$ cat src/rtl/imem_boot_loader_if.sv
// Valid/ready word stream feeding the instruction-memory boot loader.
interface imem_boot_loader_if;
  logic        in_valid;
  logic        in_ready;
  logic [31:0] in_data;

  modport master (
    output in_valid,
    output in_data,
    input  in_ready
  );

  modport slave (
    input  in_valid,
    input  in_data,
    output in_ready
  );
endinterface

$ cat src/rtl/imem_boot_loader.sv
// Streams a counted program into imem, then releases the core
// from reset after a fixed settle delay.
module imem_boot_loader #(
  parameter int ADDR_WIDTH    = 8,
  parameter int START_ADDR    = 0,
  parameter int RELEASE_DELAY = 3
) (
  input  logic                  clk,
  input  logic                  reset,
  imem_boot_loader_if.slave     stream,
  output logic                  imem_we,
  output logic [ADDR_WIDTH-1:0] imem_addr,
  output logic [31:0]           imem_wdata,
  output logic                  cpu_reset,
  output logic                  done,
  output logic                  error
);

  localparam logic [32:0] CAP =
    33'((64'd1 << ADDR_WIDTH) - 64'(START_ADDR));
  localparam int KW = ADDR_WIDTH + 1;
  localparam int DW = $clog2(RELEASE_DELAY + 1) + 1;

  typedef enum logic [2:0] {
    HEADER,
    LOAD,
    HOLD,
    RUN,
    ERROR
  } state_t;

  state_t                state, state_n;
  logic                  ready, ready_n;
  logic                  we_n;
  logic [ADDR_WIDTH-1:0] addr_n;
  logic [31:0]           wdata_n;
  logic                  cpu_reset_n;
  logic                  done_n;
  logic                  error_n;
  logic [KW-1:0]         n_q, n_n;
  logic [KW-1:0]         k_q, k_n;
  logic [DW-1:0]         dly_q, dly_n;
  logic                  xfer;

  assign stream.in_ready = ready;
  assign xfer = stream.in_valid && ready;

  always_comb begin
    state_n     = state;
    ready_n     = ready;
    we_n        = 1'b0;
    addr_n      = imem_addr;
    wdata_n     = imem_wdata;
    cpu_reset_n = cpu_reset;
    done_n      = done;
    error_n     = error;
    n_n         = n_q;
    k_n         = k_q;
    dly_n       = dly_q;
    unique case (state)
      HEADER: begin
        ready_n = 1'b1;
        if (xfer) begin
          if (stream.in_data == '0) begin
            state_n = HOLD;
            ready_n = 1'b0;
            // no write cycle to wait out, so the header cycle counts
            dly_n   = DW'(1);
          end else if ({1'b0, stream.in_data} > CAP) begin
            state_n = ERROR;
            ready_n = 1'b0;
            error_n = 1'b1;
          end else begin
            state_n = LOAD;
            n_n     = KW'(stream.in_data);
            k_n     = '0;
          end
        end
      end
      LOAD: begin
        if (xfer) begin
          we_n    = 1'b1;
          addr_n  = ADDR_WIDTH'(START_ADDR)
                  + k_q[ADDR_WIDTH-1:0];
          wdata_n = stream.in_data;
          k_n     = k_q + KW'(1);
          if (k_q + KW'(1) == n_q) begin
            state_n = HOLD;
            ready_n = 1'b0;
            dly_n   = '0;
          end
        end
      end
      HOLD: begin
        if (dly_q == DW'(RELEASE_DELAY)) begin
          state_n     = RUN;
          cpu_reset_n = 1'b0;
          done_n      = 1'b1;
        end else begin
          dly_n = dly_q + DW'(1);
        end
      end
      RUN, ERROR: begin
        ready_n = 1'b0;
      end
    endcase
  end

  always_ff @(posedge clk) begin
    if (reset) begin
      state      <= HEADER;
      ready      <= 1'b0;
      imem_we    <= 1'b0;
      imem_addr  <= ADDR_WIDTH'(START_ADDR);
      imem_wdata <= '0;
      cpu_reset  <= 1'b1;
      done       <= 1'b0;
      error      <= 1'b0;
      n_q        <= '0;
      k_q        <= '0;
      dly_q      <= '0;
    end else begin
      state      <= state_n;
      ready      <= ready_n;
      imem_we    <= we_n;
      imem_addr  <= addr_n;
      imem_wdata <= wdata_n;
      cpu_reset  <= cpu_reset_n;
      done       <= done_n;
      error      <= error_n;
      n_q        <= n_n;
      k_q        <= k_n;
      dly_q      <= dly_n;
    end
  end

endmodule

$ cat src/flat_wrapper.sv
// flat-port wrapper written by rule: the top's interface ports become plain ports
module imem_boot_loader_flat 
#(
  parameter int ADDR_WIDTH    = 8,
  parameter int START_ADDR    = 0,
  parameter int RELEASE_DELAY = 3
)
  (clk, reset, imem_we, imem_addr, imem_wdata, cpu_reset, done, error, stream_in_valid, stream_in_data, stream_in_ready);
  imem_boot_loader_if stream_i ();
  input  logic clk;
  input  logic reset;
  output logic imem_we;
  output logic [ADDR_WIDTH-1:0] imem_addr;
  output logic [31:0] imem_wdata;
  output logic cpu_reset;
  output logic done;
  output logic error;
  input wire logic [$bits(stream_i.in_valid)-1:0] stream_in_valid;
  input wire logic [$bits(stream_i.in_data)-1:0] stream_in_data;
  output wire logic [$bits(stream_i.in_ready)-1:0] stream_in_ready;
  assign stream_i.in_valid = stream_in_valid;
  assign stream_i.in_data = stream_in_data;
  assign stream_in_ready = stream_i.in_ready;
  imem_boot_loader #(.ADDR_WIDTH(ADDR_WIDTH), .START_ADDR(START_ADDR), .RELEASE_DELAY(RELEASE_DELAY)) u_core (.clk(clk), .reset(reset), .stream(stream_i), .imem_we(imem_we), .imem_addr(imem_addr), .imem_wdata(imem_wdata), .cpu_reset(cpu_reset), .done(done), .error(error));
endmodule
$ cat config.mk
export PLATFORM = sky130hd
export DESIGN_NAME = imem_boot_loader_flat
export DESIGN_NICKNAME = d
export VERILOG_FILES = /design/src/rtl/imem_boot_loader_if.sv /design/src/rtl/imem_boot_loader.sv /design/src/flat_wrapper.sv
export SDC_FILE = /design/constraint.sdc
export NUM_CORES = 1
export LEC_CHECK = 0
export BUFFER_PORTS_ARGS = -buffer_cell sky130_fd_sc_hd__buf_2
export CELL_PAD_IN_SITES_DETAIL_PLACEMENT = 0
export CELL_PAD_IN_SITES_GLOBAL_PLACEMENT = 1
export CORE_MARGIN = 2
export CORE_UTILIZATION = 41
export CTS_CLUSTER_SIZE = 24
export DETAILED_ROUTE_END_ITERATION = 10
export GPL_ROUTABILITY_DRIVEN = 0
export PLACE_DENSITY_LB_ADDON = 0.1
export SLEW_MARGIN = 15
export SYNTH_ARGS = -nofsm -noshare
export SYNTH_HDL_FRONTEND = slang
export SYNTH_SLANG_ARGS = --single-unit
$ cat constraint.sdc
create_clock -name clk -period 5.8 [get_ports clk]
set_input_delay 0.87 -clock clk [delete_from_list [all_inputs] [get_ports clk]]
set_output_delay 0.87 -clock clk [all_outputs]
set_load 0.02 [all_outputs]
==> results.sh, run 1 <==
export IMPL_die_x_um=90.0
export IMPL_mostFrequentLayoutCells="88 x nand2_1, 79 x buf_2, 69 x dfxtp_1"
export IMPL_p_total_mw=1.19
export IMPL_clk_latency_ps=350
export IMPL_vias_per_cell=5.09
export IMPL_async_flop_share=0
export IMPL_grt_usage=0.189
export IMPL_num_antenna_cells=0
export IMPL_end_kind="register"
export IMPL_ctsHtreeMaxLevel=3
export IMPL_hold_viol_final=0
export IMPL_met3_usage=0.0486
export IMPL_yosys_area_top_type="dfxtp_1"
export IMPL_dr_total_vias=2798
export IMPL_antenna_found_initial=0
export IMPL_maxCapViolCount=0
export IMPL_clockRootBuffer="clkbuf_8"
export IMPL_synth_nets=415
export IMPL_finalCriticalPeriod_ps=3270
export IMPL_nets=484
export IMPL_fp_dieH_um=90.0
export IMPL_start_util=0.420
export IMPL_hold_buffers=0
export IMPL_use_met1=0.269
export IMPL_netlist_top_cells_area="dfxtp_1 46%, nand2_1 11%, a21oi_1 9.4%, nor2_1 3.6%, mux2i_1 3.3%"
export IMPL_drt_wl_total_um=7610
export IMPL_wl_per_cell_um=13.8
export IMPL_gr_total_overflow=0
export IMPL_setup_viol=0
export IMPL_grt_pass1_wl_um=12300
export IMPL_cellPowerDensity_mw_per_mm2=320
export IMPL_worstPathMaxFanout=12
export IMPL_synth_top_cell_area_share=0.456
export IMPL_clkTransAtPathRegs_ps=80
export IMPL_yosysSeqAreaShare=0.456
export IMPL_fp_coreArea_mm2=0.00721
export IMPL_dpl_instance_area_mm2=0.00348
export IMPL_drive_gt1_frac=0.231
export IMPL_syn2layout_area_growth_pct=23.0
export IMPL_ctsResizeCount=0
export IMPL_synth_edf_count=0
export IMPL_cts_tree="built"
export IMPL_cts_sinks=69
export IMPL_fin_cells=550
export IMPL_top_usage_layer="met2"
export IMPL_arrival_ps=3470
export IMPL_grt_max_degree=74
export IMPL_synth_cells=377
export IMPL_grt_use_met2=0.278
export IMPL_synthFlopType="dfxtp_1"
export IMPL_drtIter0Drc=184
export IMPL_antenna_left=0
export IMPL_start_kind="primary input"
export IMPL_final_max_slew_viol_count=0
export IMPL_rows=31
export IMPL_synth_area_mm2=0.00303
export IMPL_dp_cells=534
export IMPL_hp_start="u_core.cpu_reset$_SDFFE_PP1P_"
export IMPL_io_pins=80
export IMPL_post_cts_setup_buffers=0
export IMPL_port_buffers=79
export IMPL_worstPathRequired_ps=6000
export IMPL_status="finished, final reports clean"
export IMPL_rsz0062_at_grt="false"
export IMPL_cts_max_path_buffers=2
export IMPL_layout_commonest_cell="nand2_1"
export IMPL_critPathLaunch="stream_in_data[25]"
export IMPL_fmax_mhz=305
export IMPL_p_leak_nw=1.46
export IMPL_dp_hpwl_um=5010
export IMPL_first_pass_iters=4
export IMPL_grt_pass1_vias=2428
export IMPL_slew_limit_headroom=0.319
export IMPL_min_path_type="reg -> reg"
export IMPL_skew_ps=8.91
export IMPL_yosysWarnings=0
export IMPL_drcViolationCount=0
export IMPL_crit_type="in -> reg"
export IMPL_reg2reg_from="u_core.state[0]$_SDFFE_PP0P_"
export IMPL_synth_cell_type_count=41
export IMPL_peakVddDrop_v=0.000147
export IMPL_tns_ps=0
export IMPL_avgSynthCellArea_um2=8.04
export IMPL_period_share=0.565
export IMPL_die_area_mm2=0.00809
export IMPL_postLayoutCellArea_mm2=0.00373
export IMPL_cts_buffers=9
export IMPL_synth_seq_cells=69
export IMPL_worst_pin_slew_ps=1020
-- cells in the mapped netlist, types with 2 or more instances --
master and n:
mux2i_1 10, nor3b_1 2, nand4_1 5, nor2b_1 2, nor4_1 7, and3_1 2, ha_1 3, nor2_1 29
inv_1 6, nand2_1 88, xnor2_1 5, a21oi_1 57, nand3_1 11, or3_1 5, nand3b_1 3, nor3_1 5
clkbuf_1 17, or4_1 3, a2111oi_4 2, nand4b_1 2, xor2_1 5, nand2b_1 4, o211ai_1 3, dfxtp_1 69
o21ai_0 15, buf_1 2
-- metrics by stage --
stage	utilization	hold slack [ps]	setup slack (ps)
floorplan	-	453	3200
global placement	0.482	433	2290
detailed placement	0.482	440	2230
CTS	0.516	455	2610
global route	0.516	470	2340
finish	0.516	451	2530
-- cell families after synthesis --
| logic type | share of synthesized area |
|---|---|
| buffers and inverters | 0.0405 |
| adders and majority gates | 0.0124 |
| and+or+nand+nor | 0.254 |
| AOI/OAI and AO/OA | 0.171 |
| muxes | 0.0380 |
| DFF | 0.456 |
| xor gates and xnor gates | 0.0289 |
-- power by group --
part	leakage [nW]	switching, mW	internal (mW)	total [mW]
Clock	0.124	0.187	0.299	0.486
Sequential	0.557	0.0234	0.497	0.520
Combinational	0.781	0.118	0.0689	0.187
-- per-layer routing --
metal,routed length [µm],vias to the layer above
met5,0,-
met4,104,0
met3,426,11
met2,3310,76
met1,3770,1279
li1,-,1432
-- registers in the layout, summed over array words and instances, names as in the netlist --
register,flops
u_core.done,1
u_core.error,1
u_core.cpu_reset,1
u_core.imem_addr,8
u_core.imem_we,1
u_core.dly_q,3
u_core.stream.in_ready,1
u_core.k_q,9
u_core.state,3
u_core.n_q,9
u_core.imem_wdata,32
-- final timing paths --
kind	end	slack [ps]	cells past startpoint
worst max-delay path	u_core.k_q[4]$_SDFFE_PP0P_	2530	7
worst min register to register	u_core.cpu_reset$_SDFFE_PP1P_	450	1
worst min-delay path	u_core.cpu_reset$_SDFFE_PP1P_	450	1
worst max register to register	u_core.k_q[4]$_SDFFE_PP0P_	3120	6
-- worst max-delay path: stages --
cell	delay, ps
buf_2	100
nor4_1	560
nand4_1	400
a2111oi_4	840
nor2_1	330
o21ai_0	280
a21oi_1	90
-- area by class of cell --
class,count,area (µm²)
clock buffers,11,141
clock inverters,5,108
fillers,730,3490
inverters,6,22.5
multi-input cells,279,1540
flip-flops and latches,69,1380
well taps,99,124
repair buffers,81,410
Power figures use the tool's default switching activity.
==> run 2: changes to the inputs <==
--- a/config.mk
+++ b/config.mk
@@ -9,7 +9,7 @@
 export CELL_PAD_IN_SITES_DETAIL_PLACEMENT = 0
 export CELL_PAD_IN_SITES_GLOBAL_PLACEMENT = 1
 export CORE_MARGIN = 2
-export CORE_UTILIZATION = 41
+export CORE_UTILIZATION = 34
 export CTS_CLUSTER_SIZE = 24
 export DETAILED_ROUTE_END_ITERATION = 10
 export GPL_ROUTABILITY_DRIVEN = 0
==> constraint.sdc (replaced) <==
create_clock -name clk -period 2.9 [get_ports clk]
set_input_delay 0.435 -clock clk [delete_from_list [all_inputs] [get_ports clk]]
set_output_delay 0.435 -clock clk [all_outputs]
set_load 0.02 [all_outputs]
==> run 2 against run 1 <==
Cell area is 0.84% higher. Core utilization is 8.4 points lower. Non-clock buffer count is 7 higher. Largest cell class unchanged. Register-to-register slack worse by 2700 ps. Combinational power is 110% higher. Highest routed layer unchanged. Via count is 1.7% higher. Flip-flop and latch count stayed put. Sequential share of layout area is 0.31 points lower. Clock skew is 1.5 ps higher. Critical endpoint is now u_core.dly_q[2]$_SDFFE_PP0P_.
==> results.sh, run 2 (same netlist as run 1, synthesis figures left out) <==
export IMPL_post_cts_setup_buffers=0
export IMPL_worstPathRequired_ps=3130
export IMPL_switching_share=0.301
export IMPL_ctsResizeCount=0
export IMPL_power_switching_mw=0.662
export IMPL_hold_depth=3
export IMPL_nets=491
export IMPL_io_pins=80
export IMPL_min_to="u_core.imem_wdata[17]$_SDFFE_PP0P_"
export IMPL_start_util=0.349
export IMPL_seq_area_mm2=0.00138
export IMPL_hold_buffers=0
export IMPL_die_area_mm2=0.00968
export IMPL_finalCriticalPeriod_ps=2520
export IMPL_largest_register="u_core.imem_wdata"
export IMPL_first_pass_iters=4
export IMPL_r2r_end="u_core.dly_q[2]$_SDFFE_PP0P_"
export IMPL_comb_power_share=0.177
export IMPL_reg2reg_from="u_core.k_q[0]$_SDFFE_PP0P_"
export IMPL_mostFrequentLayoutCells="88 x nand2_1, 79 x buf_2, 69 x dfxtp_1"
export IMPL_reg_largest_list="u_core.imem_wdata x32, u_core.k_q x9, u_core.n_q x9"
export IMPL_ff2ff_path_depth=7
export IMPL_dr_total_vias=2846
export IMPL_drt_wl_total_um=8150
export IMPL_fillers=920
export IMPL_syn2layout_area_growth_pct=24.0
export IMPL_grt_pass1_wl_um=13300
export IMPL_setup_ws_ps=379
export IMPL_slew_limit_headroom=0.436
export IMPL_status="finished, final reports clean"
export IMPL_hold_viol_final=0
export IMPL_peakVddDrop_v=0.000205
export IMPL_dp_hpwl_um=5750
export IMPL_drcViolationCount=0
export IMPL_cts_max_path_buffers=2
export IMPL_postLayoutCellArea_mm2=0.00376
export IMPL_crit_type="reg -> reg"
export IMPL_tns_ps=0
export IMPL_setup_viol=0
export IMPL_worst_pin_slew_ps=846
export IMPL_fp_coreArea_mm2=0.00868
export IMPL_arrival_ps=2750
export IMPL_cts_buffers=9
export IMPL_rsz0062_at_grt="false"
export IMPL_dp_slack_ps=373
export IMPL_maxCapViolCount=0
export IMPL_die_x_um=98.4
export IMPL_period_share=0.869
export IMPL_drive_gt1_frac=0.242
export IMPL_ctsHtreeMaxLevel=3
export IMPL_clk_latency_ps=340
export IMPL_grt_usage=0.173
export IMPL_cts_sinks=69
export IMPL_grt_pass1_vias=2635
export IMPL_cellPowerDensity_mw_per_mm2=585
export IMPL_final_max_slew_viol_count=0
export IMPL_final_core_util=0.433
export IMPL_dpl_instance_area_mm2=0.00357
export IMPL_multi_input_area_mm2=0.00154
export IMPL_gr_total_overflow=0
export IMPL_vias_per_cell=5.03
export IMPL_fp_dieH_um=98.4
export IMPL_grt_max_degree=44
export IMPL_largest_reg_flops=32
export IMPL_fmax_mhz=397
export IMPL_wl_per_cell_um=14.4
export IMPL_cts_tree="built"
export IMPL_worstPathMaxFanout=7
export IMPL_antenna_found_initial=0
export IMPL_power_frac_clock=0.349
export IMPL_r2r_slack_ps=380
export IMPL_num_antenna_cells=0
export IMPL_hp_start="stream_in_data[17]"
export IMPL_layout_commonest_cell="nand2_1"
export IMPL_p_leak_nw=1.48
export IMPL_intPower_mw=1.53
export IMPL_start_kind="register"
export IMPL_min_path_type="in -> reg"
export IMPL_rows=34
export IMPL_p_total_mw=2.20
export IMPL_power_frac_seq=0.474
export IMPL_end_kind="register"
export IMPL_clkTransAtPathRegs_ps=80
export IMPL_port_buffers=79
export IMPL_antenna_left=0
export IMPL_skew_ps=10.4
export IMPL_clockRootBuffer="clkbuf_8"
export IMPL_drtIter0Drc=122
[run 2: cell types whose count changed in the layout (fill, tap and decap cells not counted), moves of 2 or more]
cell	delta
buf_12	+2
clkinvlp_4	+2
buf_4	+5
bufinv_16	-2
clkinv_2	+2
[run 2: worst max-delay path, stage by stage, from the launching register on]
cell and delay [ps]:
dfxtp_1 440, ha_1 290, nand2b_1 100, o211ai_1 140, or3b_1 410, a2111oi_4 500, o211a_4 240, mux2_4 290
[run 2: how the worst max path moves through the flow]
stage / from / end / slack [ps] / depth (start not counted)
global placement: stream_in_data[9] / u_core.dly_q[2]$_SDFFE_PP0P_ / 380 / 7
detailed placement: u_core.k_q[0]$_SDFFE_PP0P_ / u_core.dly_q[2]$_SDFFE_PP0P_ / 370 / 7
global route: u_core.k_q[0]$_SDFFE_PP0P_ / u_core.dly_q[2]$_SDFFE_PP0P_ / 190 / 7
floorplan: u_core.k_q[0]$_SDFFE_PP0P_ / u_core.dly_q[2]$_SDFFE_PP0P_ / 600 / 7
finish: u_core.k_q[0]$_SDFFE_PP0P_ / u_core.dly_q[2]$_SDFFE_PP0P_ / 380 / 7
CTS: u_core.k_q[0]$_SDFFE_PP0P_ / u_core.dly_q[2]$_SDFFE_PP0P_ / 360 / 7
[run 2: power by group through the flow]
| stage | Combinational, mW | Clock, mW | Sequential, mW |
|---|---|---|---|
| 6_report | 0.389 | 0.766 | 1.04 |
| 5_1_grt | 0.427 | 0.838 | 1.05 |
| 4_1_cts | 0.391 | 0.797 | 1.04 |
| 3_5_place_dp | 0.389 | 0 | 1.06 |
| 3_3_place_gp | 0.392 | 0 | 1.06 |
| 2_1_floorplan | 0.228 | 0 | 1.08 |
[run 2: metrics by stage]
stage	hold WS, ps	instances
after floorplan	453	377
after global placement	427	550
after detailed placement	440	550
after CTS	310	566
after global routing	315	566
final	330	566
[run 2: final cells by class]
class / count / share of cell area
tap: 108 / 0.0360
sequential: 69 / 0.368
clock buffer: 10 / 0.0340
clock inverter: 6 / 0.0170
timing repair buffer: 88 / 0.130
multi-input combinational: 279 / 0.410
inverter: 6 / 0.00599
[run 2: metal layers]
| layer | GRT usage | wire length [µm] |
|---|---|---|
| met2 | 0.266 | 3620 |
| met5 | 0 | 0 |
| met3 | 0.0404 | 434 |
| met4 | 0.0695 | 176 |
| met1 | 0.235 | 3920 |
==> run 3: changes to the inputs <==
--- a/config.mk
+++ b/config.mk
@@ -6,14 +6,12 @@
 export NUM_CORES = 1
 export LEC_CHECK = 0
 export BUFFER_PORTS_ARGS = -buffer_cell sky130_fd_sc_hd__buf_2
-export CELL_PAD_IN_SITES_DETAIL_PLACEMENT = 0
-export CELL_PAD_IN_SITES_GLOBAL_PLACEMENT = 1
 export CORE_MARGIN = 2
-export CORE_UTILIZATION = 34
+export CORE_UTILIZATION = 47
 export CTS_CLUSTER_SIZE = 24
 export DETAILED_ROUTE_END_ITERATION = 10
 export GPL_ROUTABILITY_DRIVEN = 0
-export PLACE_DENSITY_LB_ADDON = 0.1
+export PLACE_DENSITY = 0.75
 export SLEW_MARGIN = 15
 export SYNTH_ARGS = -nofsm -noshare
 export SYNTH_HDL_FRONTEND = slang
==> run 3 against run 2 <==
Critical endpoint unchanged. Clock power increased by 6.1%. Cell area down 1.3%. Clock skew up 0.59 ps. Critical path depth stayed put.
==> results.sh, run 3 (same netlist as run 1, synthesis figures left out) <==
export IMPL_wl_per_cell_um=13.5
export IMPL_dp_slack_ps=315
export IMPL_drive_gt1_frac=0.245
export IMPL_cts_buffers=9
export IMPL_num_antenna_cells=0
export IMPL_period_share=0.873
export IMPL_fillers=569
export IMPL_fin_cells=535
export IMPL_peakVddDrop_v=0.000371
export IMPL_die_area_mm2=0.00711
export IMPL_vias_per_cell=5.36
export IMPL_crit_type="reg -> reg"
export IMPL_dr_total_vias=2870
export IMPL_hold_viol_final=0
export IMPL_finalCriticalPeriod_ps=2530
export IMPL_start_kind="register"
export IMPL_dp_cells=519
export IMPL_layout_commonest_cell="nand2_1"
export IMPL_grt_pass1_vias=2580
export IMPL_largest_reg_flops=32
export IMPL_skew_ps=11.0
export IMPL_dp_hpwl_um=5150
export IMPL_cts_tree="built"
export IMPL_status="finished, final reports clean"
export IMPL_reg_largest_list="u_core.imem_wdata x32, u_core.k_q x9, u_core.n_q x9"
export IMPL_cellPowerDensity_mw_per_mm2=602
export IMPL_arrival_ps=2770
export IMPL_io_pins=80
export IMPL_worstPathMaxFanout=7
export IMPL_rows=29
export IMPL_end_kind="register"
export IMPL_p_leak_nw=1.47
export IMPL_clk_latency_ps=350
export IMPL_ctsResizeCount=0
export IMPL_slew_limit_headroom=0.497
export IMPL_clkTransAtPathRegs_ps=80
export IMPL_whs_ps=324
export IMPL_hold_buffers=0
export IMPL_nets=491
export IMPL_clockRootBuffer="clkbuf_8"
export IMPL_cts_max_path_buffers=2
export IMPL_ctsHtreeMaxLevel=3
export IMPL_grt_usage=0.210
export IMPL_min_path_type="in -> reg"
export IMPL_antenna_left=0
export IMPL_fmax_mhz=395
export IMPL_mostFrequentLayoutCells="88 x nand2_1, 79 x buf_2, 69 x dfxtp_1"
export IMPL_fp_dieH_um=84.3
export IMPL_setup_ws_ps=369
export IMPL_antenna_found_initial=0
export IMPL_start_util=0.483
export IMPL_port_buffers=79
export IMPL_r2r_slack_ps=370
export IMPL_worstPathRequired_ps=3130
export IMPL_cts_sinks=69
export IMPL_drtIter0Drc=111
export IMPL_final_max_slew_viol_count=0
export IMPL_worst_pin_slew_ps=754
export IMPL_maxCapViolCount=0
export IMPL_postLayoutCellArea_mm2=0.00371
export IMPL_tns_ps=0
export IMPL_rsz0062_at_grt="false"
export IMPL_first_pass_iters=5
export IMPL_dpl_instance_area_mm2=0.00350
export IMPL_die_x_um=84.3
export IMPL_post_cts_setup_buffers=0
export IMPL_drt_wl_total_um=7240
export IMPL_setup_viol=0
export IMPL_drcViolationCount=0
export IMPL_largest_register="u_core.imem_wdata"
export IMPL_grt_max_degree=44
export IMPL_grt_pass1_wl_um=12100
export IMPL_fp_coreArea_mm2=0.00628
export IMPL_gr_total_overflow=0
export IMPL_syn2layout_area_growth_pct=22.4
export IMPL_p_total_mw=2.23
export IMPL_final_core_util=0.591
## run 3: changes by cell type in the layout (fill, tap and decap cells not counted)
| cell | before | now |
|---|---|---|
| buf_4 | 7 | 9 |
| clkinv_4 | 1 | 0 |
| clkbuf_8 | 9 | 10 |
| inv_6 | 0 | 2 |
| clkbuf_1 | 1 | 0 |
| clkinvlp_4 | 2 | 3 |
| buf_12 | 2 | 0 |
| clkinv_2 | 2 | 0 |
## run 3: area by class of cell
type,instances,area (µm²),area share
inverters,6,22.5,0.00607
repair buffers,88,463,0.125
flip-flops and latches,69,1380,0.372
clock inverters,6,70.1,0.0189
well taps,77,96.3,0.0260
multi-input cells,279,1540,0.415
clock buffers,10,138,0.0371
## run 3: routing by layer
metal | track usage | up-vias | wire, µm
li1 | - | 1442 | -
met5 | 0 | - | 0
met4 | 0.0997 | 0 | 125
met1 | 0.278 | 1323 | 3240
met2 | 0.328 | 94 | 3450
met3 | 0.0433 | 11 | 419
## run 3: worst max-delay path, cell delays in order, from the launching register on
cell       delay [ps]
dfxtp_1           440
ha_1              290
nand2b_1          100
o211ai_1          150
or3b_1            410
a2111oi_4         490
o211a_4           240
mux2_4            300
## run 3: path summary, 6_finish.rpt
kind,startpoint,end,depth (start not counted)
hold reg to reg,u_core.imem_wdata[5]$_SDFFE_PP0P_,u_core.imem_wdata[5]$_SDFFE_PP0P_,2
setup reg to reg,u_core.k_q[0]$_SDFFE_PP0P_,u_core.dly_q[2]$_SDFFE_PP0P_,7
setup / recovery,u_core.k_q[0]$_SDFFE_PP0P_,u_core.dly_q[2]$_SDFFE_PP0P_,7
hold / removal,stream_in_data[27],u_core.imem_wdata[27]$_SDFFE_PP0P_,3
## run 3: where the power goes
group | internal, mW | switching, mW | total (mW)
combinational | 0.143 | 0.235 | 0.378
clock | 0.426 | 0.387 | 0.813
sequential | 0.994 | 0.0473 | 1.04
total | 1.56 | 0.669 | 2.23
